### src/rtl/mult_share_ctrl_pkg.sv
// mult_ctrl_pkg: shared state/step types and the partial-product shift map for mult_share_ctrl
package mult_ctrl_pkg;
  typedef enum logic [1:0] {IDLE, MUL, DONE} state_t;
  localparam int NUM_STEPS = 4;
  typedef logic [1:0] step_t;
  function automatic int unsigned step_shift(step_t s, int unsigned half);
    return (32'(s[1]) + 32'(s[0])) * half;
  endfunction
endpackage

### src/rtl/mult_share_ctrl_if.sv
// mult_share_ctrl_if: two request ports plus the tagged response port of the shared multiplier
interface mult_share_ctrl_if #(parameter int WIDTH = 32);
  logic req0_valid, req0_ready, req1_valid, req1_ready;
  logic [WIDTH-1:0] req0_a, req0_b, req1_a, req1_b;
  logic resp_valid, resp_ready, resp_id, busy;
  logic [2*WIDTH-1:0] resp_data;
  modport master (output req0_valid, req0_a, req0_b, req1_valid, req1_a, req1_b, resp_ready,
                  input req0_ready, req1_ready, resp_valid, resp_data, resp_id, busy);
  modport slave (input req0_valid, req0_a, req0_b, req1_valid, req1_a, req1_b, resp_ready,
                 output req0_ready, req1_ready, resp_valid, resp_data, resp_id, busy);
endinterface

### src/rtl/mult_engine.sv
// mult_engine: combinational unsigned WIDTH x WIDTH multiplier
module mult_engine #(parameter int WIDTH = 16) (
  input  logic [WIDTH-1:0]   a,
  input  logic [WIDTH-1:0]   b,
  output logic [2*WIDTH-1:0] p
);
  assign p = {{WIDTH{1'b0}}, a} * {{WIDTH{1'b0}}, b};
endmodule

### src/rtl/rr_arb2.sv
// rr_arb2: two-input round-robin arbiter; pointer favours the requester not served last
module rr_arb2 (
  input  logic       clk,
  input  logic       rst,
  input  logic [1:0] req,
  input  logic       advance,
  output logic [1:0] grant,
  output logic       grant_id
);
  logic ptr;
  always_comb begin
    grant_id = &req ? ptr : req[1];
    grant = ~|req ? 2'b00 : (grant_id ? 2'b10 : 2'b01);
  end
  always_ff @(posedge clk) begin
    if (rst) ptr <= 1'b0;
    else if (advance) ptr <= ~grant_id;
  end
endmodule

### src/rtl/mult_share_ctrl.sv
// mult_share_ctrl: sequences one half-width multiplier over four steps to serve two requesters
module mult_share_ctrl #(parameter int WIDTH = 32) (
  input logic clk,
  input logic rst,
  mult_share_ctrl_if.slave bus
);
  import mult_ctrl_pkg::*;
  localparam int HALF = WIDTH / 2;
  state_t state, state_nx;
  step_t step;
  logic [WIDTH-1:0] a_q, b_q, pp;
  logic [HALF-1:0] op_a, op_b;
  logic [2*WIDTH-1:0] acc;
  logic [1:0] grant;
  logic id_q, grant_id, accept;
  rr_arb2 u_arb (
    .clk(clk), .rst(rst), .req({bus.req1_valid, bus.req0_valid}),
    .advance(accept), .grant(grant), .grant_id(grant_id)
  );
  // step[1] picks the multiplicand half, step[0] the multiplier half
  assign op_a = step[1] ? a_q[WIDTH-1:HALF] : a_q[HALF-1:0];
  assign op_b = step[0] ? b_q[WIDTH-1:HALF] : b_q[HALF-1:0];
  mult_engine #(.WIDTH(HALF)) u_mul (.a(op_a), .b(op_b), .p(pp));
  always_ff @(posedge clk) begin
    if (rst) state <= IDLE;
    else state <= state_nx;
  end
  always_comb begin
    state_nx = (state == IDLE && accept) ? MUL :
               (state == MUL && step == 2'(NUM_STEPS - 1)) ? DONE :
               (state == DONE && bus.resp_ready) ? IDLE : state;
  end
  always_comb begin
    accept = state == IDLE && |grant;
    bus.req0_ready = state == IDLE && grant[0];
    bus.req1_ready = state == IDLE && grant[1];
    bus.resp_valid = state == DONE;
    bus.busy = state != IDLE;
    bus.resp_data = acc;
    bus.resp_id = id_q;
  end
  always_ff @(posedge clk) begin
    if (rst) begin
      a_q <= '0;
      b_q <= '0;
      id_q <= 1'b0;
      acc <= '0;
      step <= '0;
    end else if (accept) begin
      a_q <= grant_id ? bus.req1_a : bus.req0_a;
      b_q <= grant_id ? bus.req1_b : bus.req0_b;
      id_q <= grant_id;
      acc <= '0;
      step <= '0;
    end else if (state == MUL) begin
      acc <= acc + ({{WIDTH{1'b0}}, pp} << step_shift(step, HALF));
      step <= step + 2'd1;
    end
  end
endmodule
### src/flat_wrapper.sv
// flat-port wrapper written by rule: the top's interface ports become plain ports
module mult_share_ctrl_flat import mult_ctrl_pkg::*;
#(parameter int WIDTH = 32)
  (clk, rst, bus_req0_valid, bus_req0_a, bus_req0_b, bus_req1_valid, bus_req1_a, bus_req1_b, bus_resp_ready, bus_req0_ready, bus_req1_ready, bus_resp_valid, bus_resp_data, bus_resp_id, bus_busy);
  mult_share_ctrl_if #(.WIDTH(WIDTH)) bus_i ();
  input logic clk;
  input logic rst;
  input wire logic [$bits(bus_i.req0_valid)-1:0] bus_req0_valid;
  input wire logic [$bits(bus_i.req0_a)-1:0] bus_req0_a;
  input wire logic [$bits(bus_i.req0_b)-1:0] bus_req0_b;
  input wire logic [$bits(bus_i.req1_valid)-1:0] bus_req1_valid;
  input wire logic [$bits(bus_i.req1_a)-1:0] bus_req1_a;
  input wire logic [$bits(bus_i.req1_b)-1:0] bus_req1_b;
  input wire logic [$bits(bus_i.resp_ready)-1:0] bus_resp_ready;
  output wire logic [$bits(bus_i.req0_ready)-1:0] bus_req0_ready;
  output wire logic [$bits(bus_i.req1_ready)-1:0] bus_req1_ready;
  output wire logic [$bits(bus_i.resp_valid)-1:0] bus_resp_valid;
  output wire logic [$bits(bus_i.resp_data)-1:0] bus_resp_data;
  output wire logic [$bits(bus_i.resp_id)-1:0] bus_resp_id;
  output wire logic [$bits(bus_i.busy)-1:0] bus_busy;
  assign bus_i.req0_valid = bus_req0_valid;
  assign bus_i.req0_a = bus_req0_a;
  assign bus_i.req0_b = bus_req0_b;
  assign bus_i.req1_valid = bus_req1_valid;
  assign bus_i.req1_a = bus_req1_a;
  assign bus_i.req1_b = bus_req1_b;
  assign bus_i.resp_ready = bus_resp_ready;
  assign bus_req0_ready = bus_i.req0_ready;
  assign bus_req1_ready = bus_i.req1_ready;
  assign bus_resp_valid = bus_i.resp_valid;
  assign bus_resp_data = bus_i.resp_data;
  assign bus_resp_id = bus_i.resp_id;
  assign bus_busy = bus_i.busy;
  mult_share_ctrl #(.WIDTH(WIDTH)) u_core (.clk(clk), .rst(rst), .bus(bus_i));
endmodule
### config.mk
export PLATFORM = sky130hd
export DESIGN_NAME = mult_share_ctrl_flat
export DESIGN_NICKNAME = d
export VERILOG_FILES = /design/src/rtl/mult_share_ctrl_pkg.sv /design/src/rtl/mult_share_ctrl_if.sv /design/src/rtl/mult_engine.sv /design/src/rtl/rr_arb2.sv /design/src/rtl/mult_share_ctrl.sv /design/src/flat_wrapper.sv
export SDC_FILE = /design/constraint.sdc
export NUM_CORES = 1
export LEC_CHECK = 0
export ABC_AREA = 1
export CAP_MARGIN = 20
export CELL_PAD_IN_SITES_DETAIL_PLACEMENT = 1
export CELL_PAD_IN_SITES_GLOBAL_PLACEMENT = 2
export CORE_UTILIZATION = 35
export CTS_CLUSTER_DIAMETER = 30
export CTS_CLUSTER_SIZE = 10
export DETAILED_ROUTE_END_ITERATION = 16
export PLACE_DENSITY_LB_ADDON = 0.25
export SYNTH_ARGS = -nofsm -noshare
export SYNTH_HDL_FRONTEND = slang
export SYNTH_SLANG_ARGS = --single-unit
### constraint.sdc
create_clock -name clk -period 10.85 [get_ports clk]
set_input_delay 1.6275 -clock clk [delete_from_list [all_inputs] [get_ports clk]]
set_output_delay 1.6275 -clock clk [all_outputs]
set_load 0.02 [all_outputs]
=== After elaboration in Yosys (flattened, before gate mapping) ===
Index checks and enable logic that the tools add are counted.

* Bits in registers: 134
* Input bits: 133

* Add/subtract/negate cells: 3
* $mul: 1
* Eq/ne operators: 3
* Shifts and indexed selects: 1
* Muxes and demuxes: 10
* Bitwise logic cells: 1
* Reduce and logical (&&, ||, !) cells: 15

{| class="wikitable"
|+ Operators with widths
! operator !! count
|-
| 64-bit adder || 1
|-
| 32-bit 2-to-1 mux || 2
|-
| 32-bit by 32-bit left shift with 64-bit output || 1
|-
| 16-bit by 16-bit multiplier with 32-bit output || 1
|-
| 16-bit 2-to-1 mux || 2
|-
| 2-bit 2-to-1 mux || 4
|-
| 2-bit OR reduction || 4
|-
| 1-bit logical AND || 6
|-
| 2-bit equality test (second input constant) || 2
|-
| 2-bit nonzero test || 2
|-
| 3-bit nonzero test || 1
|-
| 1-bit by 1-bit adder with 2-bit output || 1
|-
| 2-bit by 1-bit adder with 2-bit output (second input constant) || 1
|-
| 2-bit by 1-bit equality test with 1-bit output (second input constant) || 1
|-
| 2-bit logical NOT || 1
|-
| 1-bit 2-to-1 mux || 2
|-
| 2-bit AND reduction || 1
|-
| 1-bit NOT || 1
|}

=== Longest topological paths before layout ===
Gate-level depths: netlist of run 1.

* Depth after elaboration: 8
* Gate-level depth with buffers: 52

=== Cells and area by module ===
A second synthesis of run 1 with hierarchy kept.

* Cell total of the unflattened synthesis: 3762
* Area total of the unflattened synthesis: 22312.6 µm²

{| class="wikitable"
|+ By module, submodules not included
! module !! times used !! cells each !! area each (µm²)
|-
| mult_share_ctrl || 1 || 2370 || 12662.1
|-
| mult_engine || 1 || 1380 || 9576.7
|-
| rr_arb2 || 1 || 12 || 73.8
|}

=== Worst setup path after synthesis of run 1 ===
No wires, ideal clock.

* Path type: flip-flop to flip-flop
* From: register u_core.step[0]
* To: register u_core.acc[41] (netlist: u_core.bus.resp_data[41])
* Setup time: 0.109 ns
* Arrival time: 7.346 ns
* Data required time: 10.741 ns
* Path slack: 3.395 ns
* Stages on the path, launching flop included: 46
* Path buffers: 2
* Clock period less this slack: 7.455 ns
* Path through: dfxtp_1 clkbuf_1 o21ai_0 inv_1 clkbuf_1 nand2_1 fa_1 inv_1 fa_1 inv_1 fa_1 inv_1 fa_1 fa_1 inv_1 fa_1 inv_1 ha_1 [10 not listed] inv_1 or2_4 nand3_2 o21ai_2 nor2_2 ha_1 nand2_1 inv_1 a21oi_1 a21boi_0 o21ai_0 a21o_1 nand2_1 nand2_1 nand2_1 nand3_1 nand2_1 inv_1

* Longest elaborated chain between the ends: 4

{| class="wikitable"
|+ Ends and longest elaborated chain
! what !! line !! text
|-
| start, declared || mult_share_ctrl.sv:10 || <nowiki>step_t step;</nowiki>
|-
| start signal, assigned || mult_share_ctrl.sv:57 || <nowiki>step <= step + 2'd1;</nowiki>
|-
| 16-bit 2-to-1 mux || mult_share_ctrl.sv:22 || <nowiki>assign op_b = step[0] ? b_q[WIDTH-1:HALF] : b_q[HALF-1:0];</nowiki>
|-
| 16-bit by 16-bit multiplier with 32-bit output || mult_engine.sv:7 || <nowiki>assign p = {{WIDTH{1'b0}}, a} * {{WIDTH{1'b0}}, b};</nowiki>
|-
| 32-bit by 32-bit left shift with 64-bit output (*) || mult_share_ctrl.sv:56 || <nowiki>acc <= acc + ({{WIDTH{1'b0}}, pp} << step_shift(step, HALF));</nowiki>
|-
| 64-bit adder (*) || mult_share_ctrl.sv:56 ||
|-
| end signal, assigned || mult_share_ctrl.sv:56 ||
|-
| end, declared || mult_share_ctrl.sv:13 || <nowiki>logic [2*WIDTH-1:0] acc;</nowiki>
|}

Mark *: on every way between the ends. The rest lies on a longest branch, timed or not.
A chain may end at the register's enable or synchronous reset.

=== Worst setup path in the final report of run 1 ===
Ends and elaborated chain as after synthesis.

==> results of run 1 <==
[metrics by stage]
step	hold WS (ns)	area [sq um]	setup WS (ns)
final	0.480	22800	1.21
after global routing	0.503	22800	0.587
after CTS	0.481	22800	1.27
after detailed placement	0.464	22200	1.32
after global placement	0.445	22200	1.18
after floorplan	0.423	19400	3.40
[kinds of logic (layout without fill, tap and decap cells)]
logic type | count (synthesis) | count (layout) | synth area share (%)
XOR/XNOR | 54 | 54 | 2.44
multiplexers | 1 | 1 | 0.0517
buffers and inverters | 648 | 837 | 12.7
AO/OA/AOI/OAI | 443 | 443 | 13.3
flip-flops | 134 | 134 | 13.9
AND/OR/NAND/NOR | 1300 | 1300 | 26.6
adder cells (fa/ha/maj) | 363 | 363 | 31.0
[layout make-up]
type                            count  share of cell area, %
Multi-Input combinational cell   2161                   62.6
Clock inverter                     15                  0.610
Tap cell                          696                   3.82
Timing Repair Buffer              236                   9.98
Inverter                          569                   9.38
Sequential cell                   134                   11.8
Clock buffer                       17                   1.87
[tightest hold or removal path, stage by stage (launching register included)]
cell and delay [ns]:
dfxtp_1 0.30, inv_1 0.06, o22ai_1 0.07
[routing by layer]
layer / vias up / global-route usage (%)
met5: - / 0
met4: 0 / 13.3
met3: 128 / 3.12
met2: 398 / 53.2
met1: 9809 / 35.4
li1: 9481 / -
[cells in the final DEF, fill, tap and decap left out, types with 12 or more instances in the layout]
master,synthesis,layout
inv_1,556,556
nand3_1,81,81
nand2_1,686,686
nor2_1,471,468
fa_1,195,195
clkdlybuf4s50_1,0,200
buf_4,0,34
nand4_1,13,13
o21ai_1,34,32
ha_1,168,168
a22oi_1,32,32
a21o_1,15,15
xor2_1,39,39
a21oi_1,145,145
a31oi_1,21,21
dfxtp_1,134,134
clkbuf_16,0,17
o21ai_0,119,116
xnor2_1,15,15
o22ai_1,12,12
o21bai_1,18,18
[worst paths after layout]
kind	slack, ns	endpoint	cells past startpoint	startpoint
hold / removal	0.48	u_core.u_arb.ptr	2	u_core.u_arb.ptr
setup reg to reg	1.21	u_core.bus.resp_data[41]	39	u_core.step[0]
setup / recovery	1.21	u_core.bus.resp_data[41]	39	u_core.step[0]
hold reg to reg	0.48	u_core.u_arb.ptr	2	u_core.u_arb.ptr
[registers in the layout, summed over array words and instances (netlist names)]
register              count
u_core.u_arb.ptr          1
u_core.step               2
u_core.bus.resp_data     64
u_core.a_q               32
u_core.state              2
u_core.b_q               32
u_core.bus.resp_id        1
[power by group]
part,switching (mW),leakage [nW],internal (mW)
Sequential,0.0365,1.10,0.533
Combinational,1.18,9.96,0.593
Clock,0.296,0.273,0.301
Total,1.51,11.3,1.43
==> impl_metrics.sql, run 1 <==
INSERT INTO impl_metrics (metric_group, metric, value, unit) VALUES
('run_status', 'status', 'finished clean', ''),
('setup_path', 'worst_path_max_delay_cell', 'dfxtp_1', ''),
('yosys', 'postSynth.asyncResetShare', '0', '%'),
('cells_and_area', 'final_layout_size_suffix_gt1_share', '3.61', '%'),
('clock_network', 'clock_latency_on_the_worst_skew_pair', '0.49', 'ns'),
('setup_path', 'worst_ep_arrival_time', '10.03', 'ns'),
('yosys', 'synth-edff-count', '0', ''),
('clock_network', 'cts_setup_buffers', '0', ''),
('clock_network', 'cts-hold-fix-buffers', '0', ''),
('routing', 'drtIter0Drc', '877', ''),
('cells_and_area', 'fillers', '7051', ''),
('min_path', 'hold_class', 'flip-flop to flip-flop', ''),
('routing', 'dr.pass1.iters', '5', ''),
('yosys', 'syn-cell-area', '19400', 'sq um'),
('place', 'routabilityCongestion', '0.977', ''),
('power_and_ir_drop', 'power_density', '129', 'nW/um^2'),
('setup_path', 'cp.buffers_inverters', '8', ''),
('place', 'dp_hpwl', '68700', 'um'),
('die', 'placeableCoreArea', '54200', 'sq um'),
('die', 'initial_core_util', '35.7', '%'),
('cells_and_area', 'finish.cell_count_without_fillers', '3828', ''),
('run', 'max-cap-violations', '0', ''),
('clock_network', 'ctsResizeCount', '0', ''),
('setup_path', 'crit_path_max_fanout', '21', ''),
('grt', 'antenna_found_initial', '0', ''),
('sta', 'unrepaired_setup_endpoints_after_global_routing', 'false', ''),
('die', 'core.rowCount', '85', ''),
('clock_network', 'cts_max_level', '4', ''),
('setup_path', 'critPathMaxStageDelay', '0.64', 'ns'),
('setup_path', 'critPathKind', 'flip-flop to flip-flop', ''),
('routing', 'remaining_drc_errors', '0', ''),
('cells_and_area', 'area_delta_synth_final', '17.7', '%'),
('sta', 'final.min_clock_period', '9.64', 'ns'),
('routing', 'route.met3.wl', '2280', 'um'),
('sta', 'final-setup-viol-count', '0', ''),
('sta', 'fin_crit_sh', '88.9', '%'),
('cells_and_area', 'seqCellArea', '2680', 'sq um'),
('sta', 'max_slew_margin', '28.6', '%'),
('clock_network', 'cts_buf_count', '17', ''),
('routing', 'dr.max_layer_used', 'met4', ''),
('die', 'die_area', '56300', 'sq um'),
('setup_path', 'path_common_cell', 'nand2_1', ''),
('die', 'io-pin-count', '202', ''),
('routing', 'met2_wirelength', '40900', 'um'),
('yosys', 'yosys.area.top_type', 'fa_1', ''),
('setup_path', 'worstSetupStartpointType', 'flip-flop', ''),
('yosys', 'synth.top_cells.by_count', 'nand2_1, inv_1, nor2_1', ''),
('grt', 'track_usage', '29.6', '%'),
('clock_network', 'cts.sinks', '134', ''),
('routing', 'wl_per_cell', '21.2', 'um'),
('grt', 'grt_pass1_wl', '126000', 'um'),
('setup_path', 'critical_path_required_time', '11.23', 'ns'),
('yosys', 'postSynthAreaPerCell', '6.58', 'sq um'),
('cells_and_area', 'n_antenna_cell', '0', ''),
('yosys', 'post_synth_inst_count', '2943', ''),
('yosys', 'ys_warn_count', '0', ''),
('yosys', 'synth-main-ff-cell', 'dfxtp_1', ''),
('die', 'die_h', '237', 'um'),
('place', 'numPortBuffers', '201', ''),
('place', 'placed_cells', '3796', ''),
('grt', 'grt_pass1_vias', '21600', ''),
('cells_and_area', 'finish.net_count', '3615', ''),
('sta', 'timing_worst_slew_pin_value', '1.06', 'ns'),
('routing', 'dr_total_vias', '19800', ''),
('sta', 'maximum_clock_frequency', '104', 'MHz'),
('yosys', 'sequential_fraction_of_the_synthesis_area', '13.9', '%'),
('cells_and_area', 'multi_input_comb_area', '14300', 'sq um'),
('power_and_ir_drop', 'post-layout-total-power', '2.94', 'mW'),
('power_and_ir_drop', 'worst_ir_drop_vdd', '0.134', 'mV'),
('setup_path', 'critPathCaptureType', 'flip-flop', ''),
('clock_network', 'clock_path_buffers', '2', '');
Power figures use the tool's default switching activity.
==> run 2, diff against run 1 <==
RECOVER_POWER = 50   (was default)
==> run 2 against run 1 <==
Against the previous run:
- the flow now finishes with violations (capacitance limit, slew limit)
- global-route usage unchanged
- clock power about the same
- highest routed layer unchanged
- combinational power about the same
- sequential share of layout area about the same
- core utilization about the same
- routed wire length decreased by 0.13%
- critical path type unchanged
- critical endpoint unchanged
- final area about the same
==> impl_metrics.sql, run 2 (synthesized netlist as in run 1, its figures left out) <==
INSERT INTO impl_metrics (metric_group, metric, value, unit) VALUES
('die', 'die_area', '56300', 'sq um'),
('routing', 'number_of_nets_still_failing_antenna_checks_after_routing', '0', ''),
('cells_and_area', 'n_antenna_cell', '0', ''),
('run_status', 'status', 'finished, violations left', ''),
('cells_and_area', 'largest_reg_flops', '64', ''),
('clock_network', 'cts.sinks', '134', ''),
('sta', 'final-setup-viol-count', '0', ''),
('die', 'core.rowCount', '85', ''),
('setup_path', 'critPathCaptureType', 'flip-flop', ''),
('clock_network', 'clock_latency_on_the_worst_skew_pair', '0.50', 'ns'),
('grt', 'antenna_found_initial', '0', ''),
('grt', 'grt_pass1_wl', '126000', 'um'),
('cells_and_area', 'most_frequent_standard_cell_in_the_layout_excluding_fill_and_tap_cells', 'nand2_1', ''),
('routing', 'dr_total_vias', '19800', ''),
('place', 'routabilityCongestion', '0.977', ''),
('setup_path', 'crit_path_max_fanout', '21', ''),
('clock_network', 'cts-hold-fix-buffers', '0', ''),
('clock_network', 'clock_path_buffers', '2', ''),
('sta', 'timing_worst_slew_pin_value', '2.39', 'ns'),
('clock_network', 'cts_setup_buffers', '0', ''),
('min_path', 'hold_class', 'flip-flop to flip-flop', ''),
('power_and_ir_drop', 'static-leakage-power', '11.5', 'nW'),
('run', 'max-cap-violations', '1', ''),
('place', 'numPortBuffers', '201', ''),
('setup_path', 'worst_path_max_delay_cell', 'dfxtp_1', ''),
('routing', 'drt_wl_total', '81100', 'um'),
('die', 'io-pin-count', '202', ''),
('cells_and_area', 'final_layout_size_suffix_gt1_share', '3.54', '%'),
('setup_path', 'critPathKind', 'flip-flop to flip-flop', ''),
('power_and_ir_drop', 'power_density', '129', 'nW/um^2'),
('setup_path', 'path_common_cell', 'nand2_1', ''),
('clock_network', 'cts_root_buf', 'clkbuf_16', ''),
('clock_network', 'cts_buf_count', '17', ''),
('run_status', 'violations', 'capacitance limit, slew limit', ''),
('sta', 'fin_tns_setup', '0', 'ns'),
('grt', 'grt_overflow', '0', ''),
('place', 'dp_hpwl', '68700', 'um'),
('cells_and_area', 'layout_common_cells', 'nand2_1, inv_1, nor2_1', ''),
('die', 'placeableCoreArea', '54200', 'sq um'),
('routing', 'dr.pass1.iters', '5', ''),
('cells_and_area', 'finish.net_count', '3615', ''),
('sta', 'finClkSkew', '0.0154', 'ns'),
('cells_and_area', 'fillers', '7052', ''),
('power_and_ir_drop', 'post-layout-total-power', '2.93', 'mW'),
('sta', 'max_slew_margin', '-59.5', '%'),
('die', 'die_h', '237', 'um'),
('sta', 'fin_crit_sh', '88.8', '%'),
('grt', 'grt_max_degree', '67', ''),
('setup_path', 'worstSetupStartpointType', 'flip-flop', ''),
('clock_network', 'clk_pin_slew_worst_paths', '0.07', 'ns'),
('sta', 'finalHoldViolations', '0', ''),
('routing', 'wl_per_cell', '21.2', 'um'),
('clock_network', 'tritoncts', 'yes', ''),
('routing', 'via_cell_ratio', '5.16', ''),
('routing', 'remaining_drc_errors', '0', ''),
('grt', 'grt_pass1_vias', '21600', ''),
('power_and_ir_drop', 'worst_ir_drop_vdd', '0.136', 'mV'),
('clock_network', 'ctsResizeCount', '0', ''),
('setup_path', 'worst_ep_arrival_time', '10.02', 'ns'),
('die', 'die-width', '237', 'um'),
('clock_network', 'cts_max_level', '4', ''),
('sta', 'unrepaired_setup_endpoints_after_global_routing', 'false', ''),
('sta', 'slew_violations', '49', ''),
('setup_path', 'critical_path_required_time', '11.24', 'ns'),
('cells_and_area', 'area_delta_synth_final', '17.6', '%'),
('die', 'initial_core_util', '35.7', '%'),
('routing', 'drtIter0Drc', '857', ''),
('sta', 'maximum_clock_frequency', '104', 'MHz'),
('setup_path', 'critPathMaxStageDelay', '0.63', 'ns'),
('sta', 'final.min_clock_period', '9.64', 'ns'),
('grt', 'track_usage', '29.6', '%');
run 2: cell types whose count changed in the layout (fill, tap and decap cells not counted), sizes merged:
cell / change
dlygate4sd3: +62
clkbuf: +1
buf: -1
clkdlybuf4s50: -62
run 2: per-stage QoR:
stage / utilization, % / hold slack [ns] / cell area [sq um] / std cells / setup slack (ns)
floorplan: - / 0.423 / 19400 / 2943 / 3.40
global placement: 40.9 / 0.445 / 22200 / 3795 / 1.18
detailed placement: 41.0 / 0.464 / 22200 / 3796 / 1.32
CTS: 42.0 / 0.481 / 22800 / 3828 / 1.27
global route: 42.0 / 0.503 / 22800 / 3828 / 0.587
finish: 42.0 / 0.476 / 22800 / 3828 / 1.21
run 2: path summary, 6_finish.rpt:
kind	from	endpoint	slack, ns	cells past startpoint
min reg2reg	u_core.u_arb.ptr	u_core.u_arb.ptr	0.48	2
max	u_core.step[0]	u_core.bus.resp_data[41]	1.21	39
max reg2reg	u_core.step[0]	u_core.bus.resp_data[41]	1.21	39
min	u_core.u_arb.ptr	u_core.u_arb.ptr	0.48	2
run 2: area by class of cell:
| class | count | area (sq um) | share of cell area, % |
|---|---|---|---|
| Multi-Input combinational cell | 2161 | 14200 | 62.6 |
| Sequential cell | 134 | 2680 | 11.8 |
| Timing Repair Buffer | 236 | 2270 | 9.97 |
| Inverter | 569 | 2140 | 9.39 |
| Tap cell | 696 | 871 | 3.82 |
| Clock buffer | 17 | 425 | 1.87 |
| Clock inverter | 15 | 139 | 0.610 |
run 2: routing by layer:
| metal | vias to the layer above | track usage (%) | wire length [um] |
|---|---|---|---|
| li1 | 9481 | - | - |
| met1 | 9763 | 35.4 | 34200 |
| met2 | 395 | 53.2 | 40900 |
| met3 | 127 | 3.12 | 2400 |
| met4 | 0 | 13.3 | 3610 |
| met5 | - | 0 | 0 |
run 2: critical path: cells and delay by family, from the launching register on:
kind / cells / cell delay (ns)
fa+ha+maj: 8 / 3.75
compound gates: 7 / 2.03
simple gates: 16 / 1.98
buf+inv: 8 / 1.14
flops: 1 / 0.63
run 2: where the power goes:
group	switching (mW)	internal (mW)
Combinational	1.18	0.588
Sequential	0.0357	0.533
Clock	0.296	0.300
==> run 3, diff against run 2 <==
CORE_MARGIN = 4   (was default)
CORE_UTILIZATION = 34   (was 35)
SKIP_CTS_REPAIR_TIMING = 1   (was default)
SYNTH_HIERARCHICAL = 1   (was default)
==> run 3 against run 2 <==
Against the previous run:
- the flow still finishes with violations (capacitance limit, slew limit)
- routed wire length rose by 7.1%
- clock-buffer cell count stayed put
- fmax is 3.9% higher
- combinational power is 82% higher
- via count up 13%
- final area grew 13%
- global-route usage decreased by 4.7 points
- critical path depth rose by 2
- clock power up 5.0%
- first-iteration DRC count is 43% higher
- critical endpoint is now u_core/bus.resp_data[46]
- largest power group unchanged
- highest routed layer is now met5
==> impl_metrics.sql, run 3 <==
INSERT INTO impl_metrics (metric_group, metric, value, unit) VALUES
('yosys', 'ys_warn_count', '6', ''),
('grt', 'antenna_found_initial', '3', ''),
('routing', 'drt_wl_total', '86900', 'um'),
('die', 'core.rowCount', '93', ''),
('routing', 'dr_total_vias', '22300', ''),
('yosys', 'synth.top_cells.by_count', 'nand2_1, inv_1, nor2_1', ''),
('power_and_ir_drop', 'worst_ir_drop_vdd', '0.133', 'mV'),
('routing', 'wl_per_cell', '18.3', 'um'),
('routing', 'dr.pass1.iters', '5', ''),
('yosys', 'postSynthAreaPerCell', '5.93', 'sq um'),
('grt', 'track_usage', '24.9', '%'),
('yosys', 'area_share_of_the_largest_cell_type_after_synthesis', '19.0', '%'),
('power_and_ir_drop', 'static-leakage-power', '15.4', 'nW'),
('yosys', 'net_count_after_synthesis', '4260', ''),
('setup_path', 'path_common_cell', 'nand2_1', ''),
('sta', 'timing_worst_slew_pin_value', '4.63', 'ns'),
('sta', 'timing.hold.ws', '0.485', 'ns'),
('clock_network', 'cts_max_level', '4', ''),
('power_and_ir_drop', 'post-layout-total-power', '4.46', 'mW'),
('yosys', 'post_synth_inst_count', '3762', ''),
('min_path', 'worst_hold_startpoint', 'u_core/bus.resp_id', ''),
('clock_network', 'tritoncts', 'yes', ''),
('clock_network', 'cts_buf_count', '17', ''),
('clock_network', 'cts_root_buf', 'clkbuf_16', ''),
('cells_and_area', 'largest_reg_flops', '64', ''),
('sta', 'finalHoldViolations', '0', ''),
('yosys', 'syn-cell-area', '22300', 'sq um'),
('yosys', 'synth-edff-count', '0', ''),
('power_and_ir_drop', 'power_density', '173', 'nW/um^2'),
('grt', 'grt_overflow', '0', ''),
('setup_path', 'worst_ep_arrival_time', '9.66', 'ns'),
('yosys', 'postSynth.asyncResetShare', '0', '%'),
('yosys', 'synth_cell_type_count', '35', ''),
('setup_path', 'worstSetupStartpointType', 'flip-flop', ''),
('clock_network', 'cts.sinks', '134', ''),
('cells_and_area', 'most_frequent_standard_cell_in_the_layout_excluding_fill_and_tap_cells', 'nand2_1', ''),
('min_path', 'worstHoldEndpoint', 'u_core/bus.resp_id', ''),
('die', 'placeableCoreArea', '64700', 'sq um'),
('routing', 'number_of_nets_still_failing_antenna_checks_after_routing', '0', ''),
('yosys', 'yosys.area.top_type', 'nand2_1', ''),
('cells_and_area', 'final_layout_size_suffix_gt1_share', '5.03', '%'),
('sta', 'finClkSkew', '0.0173', 'ns'),
('sta', 'final.min_clock_period', '9.28', 'ns'),
('die', 'die-width', '264', 'um'),
('cells_and_area', 'layout_common_cells', 'nand2_1, inv_1, nor2_1', ''),
('cells_and_area', 'area_delta_synth_final', '15.4', '%'),
('min_path', 'hold_class', 'flip-flop to flip-flop', ''),
('grt', 'grt_pass1_wl', '134000', 'um'),
('cells_and_area', 'seqCellArea', '2680', 'sq um'),
('place', 'numPortBuffers', '201', ''),
('cells_and_area', 'multi_input_comb_area', '15400', 'sq um'),
('setup_path', 'critPathKind', 'flip-flop to flip-flop', ''),
('yosys', 'sequential_fraction_of_the_synthesis_area', '12.0', '%'),
('setup_path', 'regToRegStartpoint', 'u_core/step[0]', ''),
('die', 'die_h', '264', 'um'),
('place', 'dp_hpwl', '73000', 'um'),
('routing', 'drtIter0Drc', '1223', ''),
('cells_and_area', 'fillers', '8756', ''),
('routing', 'remaining_drc_errors', '0', ''),
('setup_path', 'critical_path.reg2reg.endpoint', 'u_core/bus.resp_data[46]', ''),
('place', 'routabilityCongestion', '0.901', ''),
('setup_path', 'crit_path_max_fanout', '26', ''),
('grt', 'grt_pass1_vias', '23400', ''),
('setup_path', 'crit_path_start', 'u_core/step[0]', ''),
('sta', 'slew_violations', '190', ''),
('routing', 'via_cell_ratio', '4.70', ''),
('run', 'max-cap-violations', '3', ''),
('yosys', 'synth-main-ff-cell', 'dfxtp_1', ''),
('setup_path', 'regToRegSetupSlack', '1.57', 'ns'),
('sta', 'maximum_clock_frequency', '108', 'MHz'),
('yosys', 'yosys_register_bits', '134', ''),
('clock_network', 'clock_path_buffers', '2', ''),
('sta', 'final-setup-viol-count', '0', ''),
('clock_network', 'clock_latency_on_the_worst_skew_pair', '0.48', 'ns'),
('run_status', 'violations', 'capacitance limit, slew limit', ''),
('setup_path', 'critPathMaxStageDelay', '0.95', 'ns'),
('clock_network', 'clk_pin_slew_worst_paths', '0.07', 'ns'),
('sta', 'unrepaired_setup_endpoints_after_global_routing', 'false', ''),
('sta', 'max_slew_margin', '-211', '%'),
('yosys', 'yosys-top-cells-area', 'nand2_1, fa_1, inv_1', ''),
('setup_path', 'critPathCaptureType', 'flip-flop', ''),
('setup_path', 'worst_path_max_delay_cell', 'dfxtp_1', ''),
('die', 'die_area', '69800', 'sq um'),
('setup_path', 'critical_path_required_time', '11.23', 'ns'),
('sta', 'fin_crit_sh', '85.5', '%'),
('yosys', 'synth_most_common_cell', 'nand2_1', ''),
('min_path', 'hold_path_depth', '2', ''),
('die', 'initial_core_util', '34.5', '%'),
('die', 'io-pin-count', '202', ''),
('setup_path', 'rr_worst_depth', '41', ''),
('sta', 'fin_tns_setup', '0', 'ns'),
('run_status', 'status', 'finished, violations left', ''),
('grt', 'grt_max_degree', '107', ''),
('cells_and_area', 'finish.net_count', '4381', '');
[run 3: area by class of cell]
type / count / area share, %
multi-input combinational: 2513 / 59.9
inverter: 976 / 14.2
sequential: 134 / 10.4
timing repair buffer: 241 / 9.03
tap: 855 / 4.15
clock buffer: 17 / 1.65
clock inverter: 14 / 0.646
antenna: 1 / 0.00972
[run 3: worst max path at each step]
| stage | to | slack [ns] | cells past startpoint |
|---|---|---|---|
| global placement | u_core/bus.resp_data[44] | 1.51 | 35 |
| CTS | u_core/bus.resp_data[46] | 1.44 | 40 |
| floorplan | u_core/bus.resp_data[59] | 3.39 | 43 |
| global route | u_core/bus.resp_data[44] | 0.90 | 41 |
| finish | u_core/bus.resp_data[46] | 1.57 | 41 |
| detailed placement | u_core/bus.resp_data[46] | 1.50 | 40 |
[run 3: worst max-delay path, delay by kind of cell (launching register included)]
family,cells,cell delay [ns]
adders and majority gates,8,3.99
and+or+nand+nor,19,2.07
AOI/OAI and AO/OA,4,1.12
buffers and inverters,10,1.04
DFF,1,0.95
[run 3: metrics by stage]
step	setup WS (ns)	util, %	instances	cell area [sq um]
2_1_floorplan	3.39	-	3762	22300
3_3_place_gp	1.51	38.9	4718	25200
3_5_place_dp	1.50	38.9	4718	25200
4_1_cts	1.44	39.8	4749	25800
5_1_grt	0.896	39.8	4750	25800
6_report	1.57	39.8	4751	25800
[run 3: cell families (layout without fill, tap and decap cells)]
kind of cell    after synthesis  in the layout  share of synthesized area (%)
simple gates               1730           1730                           31.7
other cells                   0              1                              0
compound gates              370            370                           8.43
xor+xnor                     48             48                           1.88
fa+ha+maj                   365            365                           27.0
flops                       134            134                           12.0
buf+inv                    1115           1248                           18.9
[run 3: power breakdown]
group / leakage, nW / internal [mW] / switching, mW
combinational: 14.0 / 0.993 / 2.24
clock: 0.293 / 0.344 / 0.281
sequential: 1.10 / 0.551 / 0.0539
total: 15.4 / 1.89 / 2.58
[run 3: layer usage]
| layer | global-route usage, % | vias up | share of wire (%) |
|---|---|---|---|
| met3 | 3.05 | 93 | 3.3 |
| met5 | 0 | - | 0.025 |
| li1 | - | 11200 | - |
| met1 | 33.9 | 10700 | 48 |
| met4 | 6.14 | 4 | 2.3 |
| met2 | 42.0 | 311 | 47 |
==> patch: new RTL, config.mk and constraints of run 2 <==
`WIDTH` is set to 32 in 3 places; all go to 36.
--- a/src/rtl/mult_share_ctrl_if.sv
+++ b/src/rtl/mult_share_ctrl_if.sv
@@ -1,3 +1,3 @@
 // mult_share_ctrl_if: two request ports plus the tagged response port of the shared multiplier
-interface mult_share_ctrl_if #(parameter int WIDTH = 32);
+interface mult_share_ctrl_if #(parameter int WIDTH = 36);
   logic req0_valid, req0_ready, req1_valid, req1_ready;
--- a/src/rtl/mult_share_ctrl.sv
+++ b/src/rtl/mult_share_ctrl.sv
@@ -1,3 +1,3 @@
 // mult_share_ctrl: sequences one half-width multiplier over four steps to serve two requesters
-module mult_share_ctrl #(parameter int WIDTH = 32) (
+module mult_share_ctrl #(parameter int WIDTH = 36) (
   input logic clk,
--- a/src/flat_wrapper.sv
+++ b/src/flat_wrapper.sv
@@ -2,3 +2,3 @@
 module mult_share_ctrl_flat import mult_ctrl_pkg::*;
-#(parameter int WIDTH = 32)
+#(parameter int WIDTH = 36)
   (clk, rst, bus_req0_valid, bus_req0_a, bus_req0_b, bus_req1_valid, bus_req1_a, bus_req1_b, bus_resp_ready, bus_req0_ready, bus_req1_ready, bus_resp_valid, bus_resp_data, bus_resp_id, bus_busy);
Interface: changed (5 resized); port bits go from 202 to 226. The function was not compared with the original's and may differ.
==> patch against run 2 <==
  * Sequential cell count up 16
  * Clock power up 6.9%
  * Wire length rose by 34%
  * The flow still finishes with violations (capacitance limit, slew limit)
  * First-iteration DRC count up 130%
  * Setup slack got worse by 0.70 ns
  * Fmax decreased by 6.8%
  * Via count rose by 27%
  * Area after synthesis up 24%
  * Critical path depth decreased by 1
  * Final area grew 23%
  * Combinational power increased by 64%
  * Power rose by 42%
  * Non-clock buffer count increased by 62
==> patch: results (changes against run 2) <==
stage,metric,value,unit,change
logic_synthesis,synthAdderAreaFrac,0.3085,,was 0.3102
worst_hold_path,hp-start,u_core.a_q[12],,was u_core.u_arb.ptr
drt,via_count,25021,,was 19766
logic_synthesis,synth_xor_area_frac,0.02033,,was 0.02442
setup_path,cpPeakStageDelay,0.94,ns,was 0.63 ns
global_route,grt_start_max_net_pins,66,,was 67
setup_path,timing.rr.end,u_core.bus.resp_data[50],,was u_core.bus.resp_data[41]
timing,slew_violations,63,,was 49
global_route,grtUsageMet3,0.04204,,was 0.03124
finish,fillers,8858,,was 7052
drt,dr_wl_met3,6879,um,was 2397 um
logic_synthesis,synth_nets,4277,,was 3439
placement,placedInstanceArea,27550,um^2,was 22220 um^2
global_route,grt_pass1_wl,164400,um,was 126000 um
finish,final_nets,4486,,was 3615
drt,wl_met2,47050,um,was 40870 um
placement,place_congestion,0.9864,,was 0.9768
setup_path,worstRegToRegCells,38,,was 39
drt,routed.top_layer,met5,,was met4
logic_synthesis,netlist_top_cells_count,"nand2_1, inv_1, nor2_1",,unchanged
timing,tightest_slew,2.067,ns,was 2.393 ns
pwr,peakVddDrop,135.9,uV,was 135.5 uV
setup_path,path_max_fanout,22,,was 21
drt,wl_met1,52900,um,was 34250 um
pwr,p_leak,14.15,nW,was 11.52 nW
finish,largest_register_ffs,72,,was 64
flow_run,drv_cap,2,,was 1
run_status,violations,"capacitance limit, slew limit",,unchanged
drt,wire_per_inst,22.74,um,was 21.19 um
setup_path,critPathLaunch,u_core.step[1],,was u_core.step[0]
run_status,outcome,"complete, but fails checks",,unchanged
placement,dp_hpwl,92040,um,was 68660 um
worst_hold_path,hold_end,u_core.a_q[12],,was u_core.u_arb.ptr
logic_synthesis,synth-compound-area-share,0.1290,,was 0.1332
logic_synthesis,synthMuxAreaShare,0,,was 0.0005169
global_route,grt_usage,0.3156,,was 0.2960
global_route,antenna_found_initial,4,,was 0
timing,timing.hold.ws,0.4633,ns,was 0.4760 ns
pwr,p_switching,0.002351,W,was 0.001511 W
setup_path,r2r_slack,0.51,ns,was 1.21 ns
finish,drive_gt1_frac,0.04987,,was 0.03544
patch: changes by cell type in the layout (fill, tap and decap cells not counted), moves of 20 or more:
cell | run 2 | this run
nand4_1 | 13 | 33
inv_1 | 556 | 698
nand2_1 | 686 | 808
o21ai_0 | 117 | 146
buf_4 | 33 | 70
nor2_1 | 468 | 595
fa_1 | 195 | 257
nand3_1 | 81 | 159
a21oi_1 | 145 | 184
patch: power by group through the flow:
stage               registers (W)  logic [W]  clock network [W]
finish                   0.000641    0.00290           0.000637
global route             0.000646    0.00320           0.000668
CTS                      0.000642    0.00289           0.000654
detailed placement       0.000654    0.00287                  0
global placement         0.000653    0.00285                  0
floorplan                0.000655    0.00174                  0
patch: worst max path at each step:
stage,slack [ns],cells after the start,to
after global placement,0.89,38,u_core.bus.resp_data[50]
after CTS,0.79,38,u_core.bus.resp_data[50]
after floorplan,3.06,42,u_core.bus.resp_data[71]
after detailed placement,0.82,38,u_core.bus.resp_data[50]
final,0.51,38,u_core.bus.resp_data[50]
after global routing,0.15,38,u_core.bus.resp_data[50]
patch: area by class of cell:
type                    count  area (um^2)  area share
multi-input cells        2705        17930      0.6375
well taps                 873         1092     0.03884
clock buffers              17        425.4     0.01513
diodes                      1        2.502  0.00008899
clock inverters            14        156.4    0.005562
inverters                 726         2726     0.09695
flip-flops and latches    150         3003      0.1068
repair buffers            298         2789     0.09918
patch: worst reg2reg max path: cells and delay by family, from the launching register on:
family | cells | cell delay, ns
AO/OA/AOI/OAI | 9 | 2.53
AND/OR/NAND/NOR | 14 | 1.96
adder cells (fa/ha/maj) | 8 | 3.87
buffers and inverters | 7 | 0.94
flip-flops | 1 | 0.94
